--- src/rtl/bw_mult_pkg.sv ---
// rtl/bw_mult_pkg.sv - shared types and constants for the Baugh-Wooley multiplier
//
// Purpose: FSM state type, cycle-count helper and correction-constant helper
//          used by bw_mult_seq and its row generator.
// Ports:   none (package).
package bw_mult_pkg;

  typedef enum logic [1:0] {
    IDLE = 2'd0,
    RUN  = 2'd1,
    DONE = 2'd2
  } state_t;

  // Wide enough for any practical accumulator; callers truncate to their width.
  localparam int CORR_MAX_W = 128;

  // Number of RUN cycles needed to sum WIDTH+1 rows at rows_per_cyc per cycle.
  function automatic int ncyc(input int width, input int rows_per_cyc);
    return (width + 1 + rows_per_cyc - 1) / rows_per_cyc;
  endfunction

  // Baugh-Wooley correction constant for a we x we signed multiply:
  // 2^we + 2^(2*we-1), which folds in the constants produced by the inverted sign terms.
  function automatic logic [CORR_MAX_W-1:0] bw_corr(input int we);
    logic [CORR_MAX_W-1:0] one;
    one = CORR_MAX_W'(1);
    return (one << we) + (one << (2 * we - 1));
  endfunction

endpackage

--- src/rtl/bw_pp_row.sv ---
// rtl/bw_pp_row.sv - one shifted, inversion-corrected Baugh-Wooley partial-product row
//
// Purpose: combinational generator of partial-product row `row`, already shifted
//          into accumulator alignment. Rows at or beyond WE produce zero so the
//          top can over-run the row count on the final cycle.
// Ports:
//   a_ext    in   WE       sign/zero-extended multiplicand
//   b_bit    in   1        multiplier bit selected for this row
//   row      in   IDX_W    row index
//   row_val  out  2*WE     shifted row, ready to add into the accumulator
module bw_pp_row
  import bw_mult_pkg::*;
#(
  parameter int WE    = 9,
  parameter int IDX_W = 4
) (
  input  logic [WE-1:0]   a_ext,
  input  logic            b_bit,
  input  logic [IDX_W-1:0] row,
  output logic [2*WE-1:0] row_val
);

  logic [WE-1:0] pp;
  logic          last_row;

  always_comb begin
    pp       = '0;
    last_row = (row == IDX_W'(WE - 1));
    // Invert a bit when exactly one of (column, row) is the sign position.
    for (int j = 0; j < WE; j++) begin
      pp[j] = (a_ext[j] & b_bit) ^ ((j == WE - 1) != last_row);
    end
    if (row >= IDX_W'(WE)) begin
      row_val = '0;
    end else begin
      row_val = {{WE{1'b0}}, pp} << row;
    end
  end

endmodule

--- src/rtl/bw_mult_seq.sv ---
// rtl/bw_mult_seq.sv - sequential Baugh-Wooley WIDTH x WIDTH multiplier with handshakes
//
// Purpose: multiplies a by b (each independently signed or unsigned) by summing
//          ROWS_PER_CYC partial-product rows per clock into a 2*(WIDTH+1) accumulator.
// Ports:
//   clk        in   1        clock, rising edge
//   rst        in   1        synchronous active-high reset
//   in_valid   in   1        operands and modes valid
//   in_ready   out  1        engine accepts operands this cycle
//   a          in   WIDTH    multiplicand
//   b          in   WIDTH    multiplier
//   a_signed   in   1        a is two's complement
//   b_signed   in   1        b is two's complement
//   out_valid  out  1        p holds a finished product
//   out_ready  in   1        consumer takes p
//   p          out  2*WIDTH  product
module bw_mult_seq #(
  parameter int WIDTH        = 8,
  parameter int ROWS_PER_CYC = 1
) (
  input  logic               clk,
  input  logic               rst,
  input  logic               in_valid,
  output logic               in_ready,
  input  logic [WIDTH-1:0]   a,
  input  logic [WIDTH-1:0]   b,
  input  logic               a_signed,
  input  logic               b_signed,
  output logic               out_valid,
  input  logic               out_ready,
  output logic [2*WIDTH-1:0] p
);
  import bw_mult_pkg::*;

  localparam int WE    = WIDTH + 1;
  localparam int ACC_W = 2 * WE;
  localparam int NCYC  = ncyc(WIDTH, ROWS_PER_CYC);
  localparam int CNT_W = $clog2(WE + ROWS_PER_CYC);

  localparam logic [ACC_W-1:0] CORR     = ACC_W'(bw_corr(WE));
  localparam logic [CNT_W-1:0] LAST_CNT = CNT_W'((NCYC - 1) * ROWS_PER_CYC);
  localparam logic [CNT_W-1:0] STEP     = CNT_W'(ROWS_PER_CYC);

  state_t           state;
  logic [WE-1:0]    a_ext_q;
  logic [WE-1:0]    b_ext_q;
  logic [ACC_W-1:0] acc;
  logic [ACC_W-1:0] acc_sum;
  logic [CNT_W-1:0] row_cnt;
  logic             accept;

  logic [ACC_W-1:0] row_val [ROWS_PER_CYC];

  assign in_ready = ~rst & ((state == IDLE) | ((state == DONE) & out_ready));
  assign accept   = in_valid & in_ready;

  for (genvar k = 0; k < ROWS_PER_CYC; k++) begin : g_row
    logic [CNT_W-1:0] row_idx;
    logic             b_bit;

    assign row_idx = row_cnt + CNT_W'(k);
    // Shift rather than index so an out-of-range row simply selects 0.
    assign b_bit   = |((b_ext_q >> row_idx) & WE'(1));

    bw_pp_row #(
      .WE    (WE),
      .IDX_W (CNT_W)
    ) u_row (
      .a_ext   (a_ext_q),
      .b_bit   (b_bit),
      .row     (row_idx),
      .row_val (row_val[k])
    );
  end

  always_comb begin
    acc_sum = acc;
    for (int k = 0; k < ROWS_PER_CYC; k++) begin
      acc_sum = acc_sum + row_val[k];
    end
  end

  always_ff @(posedge clk) begin
    if (rst) begin
      state     <= IDLE;
      out_valid <= 1'b0;
      p         <= '0;
      acc       <= '0;
      row_cnt   <= '0;
      a_ext_q   <= '0;
      b_ext_q   <= '0;
    end else begin
      case (state)
        IDLE: begin
          if (in_valid) state <= RUN;
        end
        RUN: begin
          acc     <= acc_sum;
          row_cnt <= row_cnt + STEP;
          if (row_cnt == LAST_CNT) begin
            p         <= acc_sum[2*WIDTH-1:0];
            out_valid <= 1'b1;
            state     <= DONE;
          end
        end
        DONE: begin
          if (out_ready) begin
            out_valid <= 1'b0;
            state     <= in_valid ? RUN : IDLE;
          end
        end
        default: state <= IDLE;
      endcase

      // Operand capture is shared by the IDLE accept and the back-to-back DONE accept.
      if (accept) begin
        a_ext_q <= {a_signed & a[WIDTH-1], a};
        b_ext_q <= {b_signed & b[WIDTH-1], b};
        acc     <= CORR;
        row_cnt <= '0;
      end
    end
  end

endmodule

--- config.mk ---
export PLATFORM = sky130hd
export DESIGN_NAME = bw_mult_seq
export DESIGN_NICKNAME = d
export VERILOG_FILES = /design/src/rtl/bw_mult_pkg.sv /design/src/rtl/bw_pp_row.sv /design/src/rtl/bw_mult_seq.sv
export SDC_FILE = /design/constraint.sdc
export NUM_CORES = 1
export LEC_CHECK = 0
export CAP_MARGIN = 30
export CORE_AREA = 2 2 88 90
export CTS_CLUSTER_SIZE = 10
export DETAILED_ROUTE_END_ITERATION = 10
export DIE_AREA = 0 0 90 92
export GPL_TIMING_DRIVEN = 0
export HOLD_SLACK_MARGIN = 0.08
export PLACE_DENSITY_LB_ADDON = 0.15
export SLEW_MARGIN = 20
export SYNTH_ARGS = -nofsm -noshare
export SYNTH_HDL_FRONTEND = slang
export SYNTH_SLANG_ARGS = --single-unit
--- constraint.sdc ---
create_clock -name clk -period 11.64 [get_ports clk]
set_clock_uncertainty 0.05 [all_clocks]
set_input_delay 2.328 -clock clk [delete_from_list [all_inputs] [get_ports clk]]
set_output_delay 2.328 -clock clk [all_outputs]
set_load 0.01 [all_outputs]
==> out/qor.csv, run 1 <==
stage,metric,value,unit
run_status,status,finished clean,
placement,"Cell Area, Placed",4110,um^2
logic_synthesis,YS warnings,0,
critical_path,critical path's top delay family,buffers and inverters,
placement,routability congestion estimate,0.945,
clock_tree,CTS Buf Count,9,
placement,Placed Cells,605,
cells_and_area,Area Overhead vs Synth,20.2,%
timing,Setup Viol. Count Final,0,
logic_synthesis,register bit count reported by yosys,57,
cells_and_area,Final #Nets,555,
critical_path,crit path DAT,3.70,ns
timing,count of final max-slew check failures,0,
critical_path,"Slowest-stage cell, CP",clkdlybuf4s50_1,
logic_synthesis,Yosys cell types,58,
critical_path,worst-path cell chain,"clkdlybuf4s50_1, nor2b_1, nor3_1, clkdlybuf4s50_1",
logic_synthesis,number of synthesized flops with an enable pin,0,
clock_tree,post_cts resized,0,
flow_run,max-cap viol count,0,
logic_synthesis,ranking of synthesized cells by area,"dfxtp_1 (32%), nand2_1 (11%), a21oi_1 (8.4%)",
critical_path,Worst Path Buf+Inv,2,
drt,DRC Markers,0,
global_route,global-route wire length before repair,17300,um
cells_and_area,final std cells w/o fill,621,
cells_and_area,antenna diode count,0,
cells_and_area,ratio of cells with drive above 1 in the final layout,8.09,%
clock_tree,CTS tree,done,
die,die height,92,um
cells_and_area,Final Instance Area,4320,um^2
logic_synthesis,top_reg_cell synth,dfxtp_1,
die,FP Rows,32,
critical_path,worst-path maximum fanout,3,
logic_synthesis,post-synth net total,505,
timing,PnR worst setup slack,5.56,ns
global_route,Tot GR Track Use,26.4,%
timing,Peak Freq,0.165,GHz
global_route,number of global-route vias before repair,3396,
die,die area,8280,um^2
logic_synthesis,area fraction of the dominant cell type after synthesis,31.8,%
drt,1st-iter DRT viols,227,
logic_synthesis,Avg Inst Size Synth,7.74,um^2
placement,dpl hpwl,7560,um
die,Core ar.,7450,um^2
logic_synthesis,"Async S/R FF share, synth",0,%
critical_path,Max stage delay on crit path,0.60,ns
die,Die X,90,um
timing,Min Hold Slack,0.405,ns
clock_tree,Skew-Pair Late Insertion Delay,0.34,ns
hold_path,Hold Path Class,register to register,
critical_path,CP Class,input port to output pin,
drt,Pre-antenna DRT Iters,5,
drt,DRT antenna net count,0,
critical_path,Worst Setup End Kind,output pin,
pwr,maximum vdd drop,0.0785,mV
pwr,pwr dens,109,nW/um^2
timing,Setup TNS,0,ns
clock_tree,post-CTS setup buffers,0,
global_route,pin count of the biggest net entering global routing,11,
drt,final wirelength,10200,um
drt,Via-to-Cell Ratio,5.68,
pwr,leakage,1.66,nW
clock_tree,Post-CTS Hold Fix Bufs,0,
timing,crit share post-route,52.2,%
logic_synthesis,"Cell Area, Synth",3590,um^2
critical_path,crit path launch type,input port,
logic_synthesis,post-synthesis sequential area ratio,31.8,%
placement,placement-stage worst setup slack,5.58,ns
clock_tree,CTS Root Cell,clkbuf_8,
timing,fin crit period,6.08,ns
clock_tree,Clock Sinks,57,
timing,RSZ-0062 raised after global routing,false,
timing,Slew headroom,46.6,%
critical_path,CP dominant cell by count,clkdlybuf4s50_1,
timing,Worst-Margin Slew,0.798,ns
critical_path,worst path required time,9.26,ns
die,Initial Util,48.2,%
die,IO Pins,40,
logic_synthesis,synthesized instance count,464,
clock_tree,CTS Buffer Depth,2,
clock_tree,H-Tree Depth,3,
logic_synthesis,biggest area consumer among synthesized cells,dfxtp_1,
drt,DR vias,3530,
timing,"Hold Vio Cnt, Final",0,
global_route,Overflow after GRT,0,
global_route,initial antenna violation count,0,
placement,Port Buf Inserts,39,
clock_tree,clock transition at the registers of the reported paths,0.07,ns
drt,WL/cell,16.4,um
worst min-delay path: stages, from the launching register on:
cell and delay, ns:
dfxtp_1 0.31, nand2_1 0.05, a21oi_1 0.05
kinds of logic after synthesis:
group	synth area share [%]
muxes	4.95
adders and majority gates	6.83
DFF	31.8
and+or+nand+nor	23.3
buffers and inverters	3.87
AOI/OAI and AO/OA	24.2
xor gates and xnor gates	5.09
metrics by stage:
stage / utilization (%) / power, mW
3_3_place_gp: 55.2 / 0.275
2_1_floorplan: - / 0.251
5_1_grt: 58.0 / 0.486
4_1_cts: 58.0 / 0.471
6_report: 58.0 / 0.469
3_5_place_dp: 55.2 / 0.275
routing by layer:
metal	up-vias	GRT usage, %	part of all wire [%]
met4	0	8.08	1.7
li1	1736	-	-
met5	-	0	0
met2	104	41.0	43
met1	1671	36.5	49
met3	19	6.16	5.5
layout make-up:
type	instances	area, um^2
inverters	5	18.8
plain buffers	28	120
clock buffers	12	155
multi-input cells	374	2310
clock inverters	4	51.3
flip-flops and latches	57	1140
repair buffers	39	390
well taps	102	128
fillers	746	3130
sequential cells by signal, summed over array words and instances, names as in the netlist:
signal     count
acc           16
p             16
a_ext_q        9
b_ext_q        9
row_cnt        4
state          2
out_valid      1
Yosys cell counts, types with 6 or more instances:
cell type  number
clkbuf_1       19
ha_1           18
o21ai_0        19
nor3_1          6
a211oi_1        6
dfxtp_1        57
nand3_1        10
xnor2_1        10
a21oi_1        60
buf_2           6
nor2_1         27
a21o_1          9
xor2_1          9
nand2_1       110
report_power, final:
group / switching [mW] / internal (mW)
Combinational: 0.0400 / 0.0261
Sequential: 0.00533 / 0.200
Clock: 0.0862 / 0.111
placed cells by master (no fill, tap or decap), types with 5 or more instances in the layout:
cell type / netlist / layout
nor2_1: 27 / 27
clkbuf_8: 0 / 11
mux2_2: 5 / 5
xnor2_1: 10 / 10
nand3_1: 10 / 10
mux2i_1: 5 / 5
buf_2: 6 / 6
ha_1: 18 / 18
inv_1: 5 / 5
a21oi_1: 60 / 60
o21ai_0: 19 / 19
dfxtp_1: 57 / 57
a21o_1: 9 / 9
nor3_1: 6 / 6
xor2_1: 9 / 9
a211oi_1: 6 / 6
clkdlybuf4s50_1: 0 / 39
nand2_1: 110 / 110
and2_1: 5 / 5
o21a_1: 5 / 5
clkbuf_1: 19 / 20
o31ai_1: 5 / 5
worst paths after layout:
| kind | start | endpoint | slack (ns) | cells after the start |
|---|---|---|---|---|
| worst max-delay path | out_ready | in_ready | 5.56 | 4 |
| worst min-delay path | p[4] | p[4] | 0.40 | 2 |
| worst max register to register | row_cnt[1] | p[12] | 6.46 | 18 |
| worst min register to register | p[4] | p[4] | 0.40 | 2 |
(Power assumes the default switching activity.)
==> run 2, diff against run 1 <==
==> constraint.sdc (replaced) <==
create_clock -name clk -period 5.24 [get_ports clk]
set_clock_uncertainty 0.05 [all_clocks]
set_input_delay 1.048 -clock clk [delete_from_list [all_inputs] [get_ports clk]]
set_output_delay 1.048 -clock clk [all_outputs]
set_load 0.01 [all_outputs]
==> out/qor.csv, run 2 (synthesized netlist as in run 1, its figures left out) <==
stage,metric,value,unit
pwr,leakage,1.66,nW
critical_path,reg2reg start,row_cnt[1],
hold_path,Hold Startpoint,p[4],
hold_path,WHS Endpoint,p[4],
global_route,Overflow after GRT,0,
pwr,maximum vdd drop,0.173,mV
pwr,Final Total Pwr,1.04,mW
timing,crit share post-route,92.2,%
clock_tree,CTS Root Cell,clkbuf_8,
clock_tree,H-Tree Depth,3,
die,Die X,90,um
die,IO Pins,40,
pwr,pwr dens,241,nW/um^2
die,Initial Util,48.2,%
global_route,pin count of the biggest net entering global routing,11,
drt,final wirelength,10200,um
run_status,status,finished clean,
clock_tree,Clock Sinks,57,
timing,count of final max-slew check failures,0,
cells_and_area,antenna diode count,0,
clock_tree,clock transition at the registers of the reported paths,0.08,ns
drt,DRC Markers,0,
hold_path,Hold Path Stages,2,
die,die area,8280,um^2
critical_path,crit path launch type,register,
placement,dpl hpwl,7560,um
critical_path,worst path required time,5.41,ns
cells_and_area,fill count,746,
placement,Placed Cells,605,
drt,1st-iter DRT viols,246,
critical_path,Max stage delay on crit path,0.46,ns
cells_and_area,final std cells w/o fill,620,
timing,RSZ-0062 raised after global routing,false,
global_route,Tot GR Track Use,26.4,%
critical_path,critical path's top delay family,compound AO/OA/AOI/OAI gates,
critical_path,Worst Path Buf+Inv,3,
drt,DR vias,3499,
global_route,global-route wire length before repair,17300,um
cells_and_area,Final #Nets,554,
global_route,number of global-route vias before repair,3396,
timing,Setup Viol. Count Final,0,
cells_and_area,final core area utilization,57.9,%
drt,Pre-antenna DRT Iters,5,
critical_path,worst-path maximum fanout,16,
critical_path,cells on worst reg2reg path,17,
timing,Worst-Margin Slew,0.845,ns
clock_tree,Skew-Pair Late Insertion Delay,0.35,ns
critical_path,R2R setup slack,0.41,ns
die,die height,92,um
critical_path,crit path DAT,5.00,ns
drt,WL/cell,16.4,um
clock_tree,CTS Buf Count,9,
critical_path,reg-to-reg endpoint,p[12],
cells_and_area,Area Overhead vs Synth,20.1,%
timing,fin crit period,4.83,ns
placement,routability congestion estimate,0.945,
clock_tree,post_cts resized,0,
cells_and_area,"commonest non-fill, non-tap cell in the layout",nand2_1,
timing,Slew headroom,43.4,%
cells_and_area,most frequent cells in the layout,"nand2_1 (110), a21oi_1 (60), dfxtp_1 (57)",
critical_path,worst-path cell chain,"buf_2, inv_1, ha_1, and3b_1, buf_2, and2_1, o21ai_0, o221ai_1, nor3_1, ha_1, a21o_1, a2111oi_2, o31ai_1, or3_1, o21ai_0, xor2_1, a211oi_1",
critical_path,CP Class,register to register,
clock_tree,CTS Buffer Depth,2,
drt,DRT antenna net count,0,
cells_and_area,ratio of cells with drive above 1 in the final layout,8.11,%
timing,Setup TNS,0,ns
global_route,initial antenna violation count,0,
clock_tree,CTS tree,done,
timing,Min Hold Slack,0.405,ns
critical_path,Worst Setup End Kind,register,
timing,"Hold Vio Cnt, Final",0,
die,Core ar.,7450,um^2
drt,Via-to-Cell Ratio,5.64,
hold_path,Hold Path Class,register to register,
timing,Peak Freq,0.207,GHz
critical_path,"Slowest-stage cell, CP",a2111oi_2,
placement,Port Buf Inserts,39,
cells_and_area,Regs by FF count,"acc (16), p (16)",
flow_run,max-cap viol count,0,
die,FP Rows,32,
run 2: changes by cell type in the layout (fill, tap and decap cells not counted), sizes merged:
cell / change
buf: -1
run 2: timing repair:
action                                 in CTS  in global routing
buffers inserted                            0                  0
endpoints found under the hold margin       0                  0
setup endpoints to repair                   0                  6
hold buffers                                0                  0
run 2: worst max path at each step:
| stage | startpoint | end | slack [ns] | depth (start not counted) |
|---|---|---|---|---|
| 6_report | row_cnt[1] | p[12] | 0.41 | 17 |
| 5_1_grt | row_cnt[1] | p[12] | 0.03 | 20 |
| 4_1_cts | row_cnt[1] | p[12] | 0.13 | 21 |
| 3_5_place_dp | row_cnt[1] | p[12] | 0.13 | 21 |
| 3_3_place_gp | row_cnt[1] | p[12] | 0.13 | 21 |
| 2_1_floorplan | row_cnt[1] | p[12] | 1.07 | 21 |
run 2: worst register-to-register path, delay by kind of cell (launching register included):
kind	cells	cell delay (ns)
AO/OA/AOI/OAI	7	1.50
AND/OR/NAND/NOR	4	1.09
buffers and inverters	3	0.78
adder cells (fa/ha/maj)	2	0.64
flip-flops	1	0.34
XOR/XNOR	1	0.29
run 2: routing by layer:
layer | vias to the layer above | part of all wire [%] | GRT usage (%) | wire [um]
met4 | 0 | 1.5 | 8.08 | 155
met1 | 1640 | 49 | 36.5 | 4990
met2 | 106 | 44 | 41.0 | 4460
met3 | 15 | 5.6 | 6.16 | 573
met5 | - | 0 | 0 | 0
li1 | 1738 | - | - | -
run 2: area by class of cell:
class	count	area, um^2	share of cell area [%]
repair buffers	39	390	9.05
clock inverters	4	51.3	1.19
well taps	102	128	2.96
plain buffers	27	116	2.70
clock buffers	12	155	3.60
multi-input cells	374	2310	53.6
inverters	5	18.8	0.435
flip-flops and latches	57	1140	26.5
run 2: where the power goes:
part / switching [mW] / internal, mW / total (mW)
Clock: 0.192 / 0.246 / 0.438
Combinational: 0.0881 / 0.0579 / 0.146
Sequential: 0.0117 / 0.445 / 0.457
Total: 0.292 / 0.749 / 1.04
run 2: through the flow:
step | setup WS, ns | instance area (um^2)
final | 0.410 | 4310
after global routing | 0.0263 | 4310
after CTS | 0.126 | 4320
after detailed placement | 0.130 | 4110
after global placement | 0.133 | 4110
after floorplan | 1.07 | 3590
